===== src/rtl/mm_mult_arbiter.sv =====
// Round-robin, burst-locked arbiter that shares one pipelined Multiplier among NUM_REQ requesters.
// Each product returns exactly MULT_DEPTH+2 cycles after accept, carrying a one-hot owner tag.

module Multiplier #(
  parameter int W_D   = 32,
  parameter int DEPTH = 6
) (
  input  logic             CLK,
  input  logic             RST,
  input  logic             enable,
  input  logic [W_D-1:0]   a,
  input  logic [W_D-1:0]   b,
  output logic [2*W_D-1:0] rslt,
  output logic             valid
);
  logic [2*W_D-1:0] prod [DEPTH+1];
  logic [DEPTH:0]   vld;

  always_ff @(posedge CLK) begin
    if (RST) vld <= '0;
    else     vld <= {vld[DEPTH-1:0], enable};
  end

  // Data stages carry no reset; only the valid chain decides what is real.
  always_ff @(posedge CLK) begin
    prod[0] <= {{W_D{1'b0}}, a} * {{W_D{1'b0}}, b};
    for (int k = 1; k <= DEPTH; k++) prod[k] <= prod[k-1];
  end

  assign rslt  = prod[DEPTH];
  assign valid = vld[DEPTH];
endmodule

module mm_mult_arbiter #(
  parameter int W_D        = 32,
  parameter int NUM_REQ    = 4,
  parameter int MULT_DEPTH = 6
) (
  input  logic                   CLK,
  input  logic                   RST_N,
  input  logic                   HOLD,
  input  logic [NUM_REQ-1:0]     REQ_VALID,
  input  logic [NUM_REQ-1:0]     REQ_LAST,
  input  logic [NUM_REQ*W_D-1:0] REQ_A,
  input  logic [NUM_REQ*W_D-1:0] REQ_B,
  output logic [NUM_REQ-1:0]     REQ_READY,
  output logic [NUM_REQ-1:0]     RSLT_VALID,
  output logic [2*W_D-1:0]       RSLT,
  output logic                   RSLT_LAST,
  output logic                   BUSY
);
  localparam int PW = (NUM_REQ > 1) ? $clog2(NUM_REQ) : 1;
  localparam int CW = $clog2(MULT_DEPTH + 3);
  localparam int NS = MULT_DEPTH + 1;

  typedef enum logic {IDLE, BURST} state_t;

  state_t        state, state_nxt;
  logic [PW-1:0] owner, owner_nxt, rr_ptr, rr_ptr_nxt;
  logic [PW-1:0] grant_idx, scan_idx;
  logic [PW:0]   scan_sum;
  logic          found, accept;

  logic [W_D-1:0] req_a_arr [NUM_REQ];
  logic [W_D-1:0] req_b_arr [NUM_REQ];

  logic [W_D-1:0] a_reg, b_reg;
  logic           mult_en;
  logic [PW-1:0]  issue_owner;
  logic           issue_last;

  logic [PW-1:0]  owner_pipe [NS];
  logic [NS-1:0]  last_pipe, tvld_pipe;

  logic [2*W_D-1:0] mult_rslt;
  logic             mult_valid, mult_rst, fire;
  logic [CW-1:0]    inflight;

  function automatic logic [PW-1:0] wrap_inc(input logic [PW-1:0] x);
    return (x == PW'(NUM_REQ - 1)) ? '0 : x + 1'b1;
  endfunction

  always_comb begin
    for (int i = 0; i < NUM_REQ; i++) begin
      req_a_arr[i] = REQ_A[i*W_D +: W_D];
      req_b_arr[i] = REQ_B[i*W_D +: W_D];
    end
  end

  // Grant selection: IDLE scans from rr_ptr for the first valid requester; BURST pins the owner.
  always_comb begin
    state_nxt  = state;
    owner_nxt  = owner;
    rr_ptr_nxt = rr_ptr;
    grant_idx  = owner;
    found      = 1'b0;
    scan_sum   = '0;
    scan_idx   = '0;
    REQ_READY  = '0;
    if (RST_N && !HOLD) begin
      if (state == IDLE) begin
        for (int off = 0; off < NUM_REQ; off++) begin
          scan_sum = {1'b0, rr_ptr} + (PW+1)'(off);
          if (scan_sum >= (PW+1)'(NUM_REQ)) scan_sum = scan_sum - (PW+1)'(NUM_REQ);
          scan_idx = scan_sum[PW-1:0];
          if (!found && REQ_VALID[scan_idx]) begin
            found     = 1'b1;
            grant_idx = scan_idx;
          end
        end
        if (found) REQ_READY[grant_idx] = 1'b1;
      end else begin
        REQ_READY[owner] = 1'b1;
      end
    end
    accept = |(REQ_READY & REQ_VALID);
    if (accept) begin
      if (REQ_LAST[grant_idx]) begin
        state_nxt  = IDLE;
        rr_ptr_nxt = wrap_inc(grant_idx);
      end else begin
        state_nxt = BURST;
        owner_nxt = grant_idx;
      end
    end
  end

  always_ff @(posedge CLK) begin
    if (!RST_N) begin
      state       <= IDLE;
      owner       <= '0;
      rr_ptr      <= '0;
      mult_en     <= 1'b0;
      issue_owner <= '0;
      issue_last  <= 1'b0;
      inflight    <= '0;
    end else begin
      state    <= state_nxt;
      owner    <= owner_nxt;
      rr_ptr   <= rr_ptr_nxt;
      mult_en  <= accept;
      inflight <= inflight + CW'(accept) - CW'(fire);
      if (accept) begin
        a_reg       <= req_a_arr[grant_idx];
        b_reg       <= req_b_arr[grant_idx];
        issue_owner <= grant_idx;
        issue_last  <= REQ_LAST[grant_idx];
      end
    end
  end

  // Tag delay line mirrors the Multiplier's stage count so each tag lines up with its product.
  always_ff @(posedge CLK) begin
    if (!RST_N) begin
      tvld_pipe <= '0;
      last_pipe <= '0;
      for (int k = 0; k < NS; k++) owner_pipe[k] <= '0;
    end else begin
      tvld_pipe     <= {tvld_pipe[NS-2:0], mult_en};
      last_pipe     <= {last_pipe[NS-2:0], issue_last};
      owner_pipe[0] <= issue_owner;
      for (int k = 1; k < NS; k++) owner_pipe[k] <= owner_pipe[k-1];
    end
  end

  assign mult_rst = ~RST_N;

  Multiplier #(.W_D(W_D), .DEPTH(MULT_DEPTH)) u_mult (
    .CLK    (CLK),
    .RST    (mult_rst),
    .enable (mult_en),
    .a      (a_reg),
    .b      (b_reg),
    .rslt   (mult_rslt),
    .valid  (mult_valid)
  );

  assign fire       = RST_N & mult_valid & tvld_pipe[NS-1];
  assign RSLT       = mult_rslt;
  assign RSLT_LAST  = fire & last_pipe[NS-1];
  assign RSLT_VALID = fire ? ({{(NUM_REQ-1){1'b0}}, 1'b1} << owner_pipe[NS-1]) : '0;
  assign BUSY       = RST_N & ((state == BURST) | (inflight != '0));
endmodule


===== config.mk =====
export PLATFORM = sky130hd
export DESIGN_NAME = mm_mult_arbiter
export DESIGN_NICKNAME = d
export VERILOG_FILES = /design/src/rtl/mm_mult_arbiter.sv
export SDC_FILE = /design/constraint.sdc
export NUM_CORES = 2
export LEC_CHECK = 0
export CAP_MARGIN = 30
export CELL_PAD_IN_SITES_DETAIL_PLACEMENT = 1
export CELL_PAD_IN_SITES_GLOBAL_PLACEMENT = 1
export CORE_ASPECT_RATIO = 1.5
export CORE_MARGIN = 2
export CORE_UTILIZATION = 52
export DETAILED_ROUTE_END_ITERATION = 7
export GPL_TIMING_DRIVEN = 1
export PLACE_DENSITY_LB_ADDON = 0.1
export SLEW_MARGIN = 5
export SYNTH_ARGS = -nofsm -noshare
export SYNTH_HDL_FRONTEND = slang
export SYNTH_HIERARCHICAL = 1
export SYNTH_SLANG_ARGS = --single-unit

===== constraint.sdc =====
create_clock -name CLK -period 17 [get_ports CLK]
set_input_delay 3.4 -clock CLK [delete_from_list [all_inputs] [get_ports CLK]]
set_output_delay 3.4 -clock CLK [all_outputs]
set_load 0.01 [all_outputs]

==> flow_summary.yaml <==
detailed_routing:
  drt_iter0_drc: 1637
  ant_nets: 0
  wire_per_inst_um: 21.7
  vias: 33000
  drtPass1Iterations: 5
  routed_wl_um: 134000
  drc: 0
  viasPerCell: 5.37
sta:
  max_freq_ghz: 0.107
  tightest_slew_ps: 910
  layout_setup_ws_ps: 7690
  fin_crit_sh_pct: 54.8
  rsz0062_at_grt: "no"
  hold_violations: 0
  skew_ps: 47.2
  slew_violations: 0
  max_slew_margin_pct: 39.3
  setup_violations: 0
  fin_tns_setup_ps: 0
  period_minus_slack_ps: 9310
logic_synthesis:
  async_reset_ff_share_pct: 0
  synth_nets: 6087
  syn-instance-count: 4654
  synth.avg_cell_area_sq_um: 10.5
  ys_types: 90
  ys_seq_area_share_pct: 24.4
  synth_edf_count: 64
  synth_ff_type: "dfxtp_1"
  synth-seq-cells: 560
  synth.cell_area_sq_um: 48700
  synthesis.yosys.warnings: 6
hold_path:
  min_path_type: "register to register"
global_routing:
  grt_antenna_before_repair: 3
  grt_pass1_vias: 38100
  grt_max_degree: 65
  gr-total-overflow: 0
  grt_usage_pct: 28.9
  grt_pass1_wl_um: 210000
critical_path:
  required_ps: 13600
  slowest_delay_ps: 640
  crit_path_frequent_cell: "nand2_1"
  path_cells: "clkdlybuf4s50_1 -> nand2b_1 -> o221a_1 -> a211o_1 -> nand2_1 -> nand2_1 -> nand2_1 -> a22o_1 -> clkdlybuf4s50_1"
  path_delay_family: "buffers and inverters"
  critPathBufInv: 2
  cp.arrival_ps: 5910
  end_kind: "output pin"
  startpoint_type: "input port"
  path_max_fanout: 12
  r2r_slack_ps: 8870
  cpMaxStageDelayCell: "clkdlybuf4s50_1"
  crit_type: "input port to output pin"
clock_network:
  cts_setup_buffers: 0
  cts_tree: "done"
  clk_pin_slew_ps: 60
  clock_sinks: 560
  htreeDepth: 2
  cts-hold-fix-buffers: 0
  cts_resized: 0
  clk_path_buf_depth: 3
  cts_buffers: 47
  worstSkewPairLatency_ps: 630
  root_buffer: "clkbuf_16"
finish:
  largest_reg_flops: 448
  utilization_pct: 58.8
  fillCellCount: 10100
  drive_gt1_share_pct: 3.92
  fin_nets: 6292
  synthToLayoutAreaGrowth_pct: 12.3
  fin_area_sq_um: 54600
place:
  io_buffer_count: 340
  gp_congestion: 0.846
  dp_slack_ps: 7680
  placed_area_sq_um: 53000
  place.detailed.hpwl_um: 97900
floorplanning:
  std_cell_rows: 137
  dieArea_sq_um: 96100
  placeableCoreArea_sq_um: 92900
  start_util_pct: 52.4
  die_h_um: 379
  num_io_pins: 341
  fp.dieW_um: 254
flow_run:
  drv_cap: 0
status:
  status: "complete, no violations"
## cells in the final DEF, fill, tap and decap left out, types with 5 or more instances in the layout
| cell | netlist | routed |
|---|---|---|
| nand2_1 | 485 | 485 |
| o21ai_0 | 27 | 27 |
| clkinv_2 | 0 | 10 |
| o31ai_1 | 6 | 6 |
| a21oi_1 | 76 | 76 |
| and3_1 | 8 | 8 |
| o21a_1 | 10 | 10 |
| a21o_1 | 35 | 35 |
| mux2i_1 | 198 | 198 |
| nor2_1 | 47 | 47 |
| nand3_1 | 15 | 15 |
| or3_1 | 6 | 5 |
| clkbuf_8 | 0 | 8 |
| clkdlybuf4s50_1 | 0 | 340 |
| nor3_1 | 6 | 6 |
| a21oi_2 | 5 | 5 |
| o21ai_1 | 11 | 11 |
| nand4_1 | 19 | 19 |
| o21bai_1 | 11 | 11 |
| inv_1 | 883 | 883 |
| edfxtp_1 | 64 | 64 |
| fa_1 | 897 | 897 |
| buf_4 | 3 | 69 |
| clkbuf_1 | 214 | 6 |
| xor2_1 | 22 | 22 |
| xnor2_1 | 42 | 42 |
| and2_1 | 629 | 629 |
| ha_1 | 269 | 269 |
| nand2b_1 | 12 | 12 |
| dfxtp_1 | 496 | 496 |
| a31oi_1 | 10 | 10 |
| nor2b_1 | 15 | 15 |
| clkbuf_16 | 0 | 48 |
## area by class of cell
class | count | area [sq um] | area share (%)
multi-input cells | 2956 | 32400 | 59.3
flip-flops and latches | 560 | 11900 | 21.7
repair buffers | 410 | 3950 | 7.23
inverters | 884 | 3320 | 6.07
well taps | 1251 | 1570 | 2.87
clock buffers | 62 | 1330 | 2.44
clock inverters | 23 | 219 | 0.401
diodes | 3 | 7.51 | 0.0137
## cell usage after synthesis (all sizes together), types with 11 or more instances
| cell | n | area, sq um |
|---|---|---|
| fa | 897 | 18000 |
| inv | 884 | 3320 |
| and2 | 629 | 3940 |
| dfxtp | 496 | 9930 |
| nand2 | 485 | 1820 |
| ha | 269 | 3370 |
| clkbuf | 215 | 808 |
| mux2i | 198 | 1980 |
| a21oi | 82 | 440 |
| edfxtp | 64 | 1920 |
| nor2 | 50 | 200 |
| xnor2 | 42 | 368 |
| o21ai | 41 | 216 |
| buf | 39 | 289 |
| a21o | 36 | 272 |
| xor2 | 22 | 193 |
| nand4 | 20 | 131 |
| nand3 | 15 | 75.1 |
| nor2b | 15 | 93.8 |
| nand2b | 13 | 88.8 |
| a31oi | 11 | 75.1 |
| o21bai | 11 | 82.6 |
## layer usage
metal  part of all wire [%]  GRT usage [%]  vias to the layer above
met2                     53           52.6                     1090
met3                    5.7           4.13                      353
met4                    4.9           13.0                        2
met1                     37           33.5                    17200
met5                 0.0097              0                        -
li1                       -              -                    14300
## worst paths after layout
path                           start                 end  cells past startpoint
setup / recovery        REQ_VALID[0]        REQ_READY[1]                      9
hold / removal    u_mult/prod[3][52]  u_mult/prod[4][52]                      0
setup reg to reg            a_reg[7]  u_mult/prod[0][62]                     22
hold reg to reg   u_mult/prod[3][52]  u_mult/prod[4][52]                      0
## metrics by stage
step	hold WS [ps]	cells
floorplan	310	4654
global placement	310	6060
detailed placement	313	6060
CTS	294	6145
global route	306	6146
finish	291	6149
## logic make-up (layout without fill, tap and decap cells)
logic type	Yosys count	count (layout)	synth area share, %
XOR/XNOR	64	64	1.15
buffers and inverters	1138	1379	9.08
other	0	3	0
flip-flops	560	560	24.4
AO/OA/AOI/OAI	252	252	3.71
AND/OR/NAND/NOR	1275	1275	13.8
adder cells (fa/ha/maj)	1166	1166	43.8
multiplexers	199	199	4.10
Power is not shown: default switching activity piles up to over one toggle a cycle in this logic, so the estimate is an artifact.
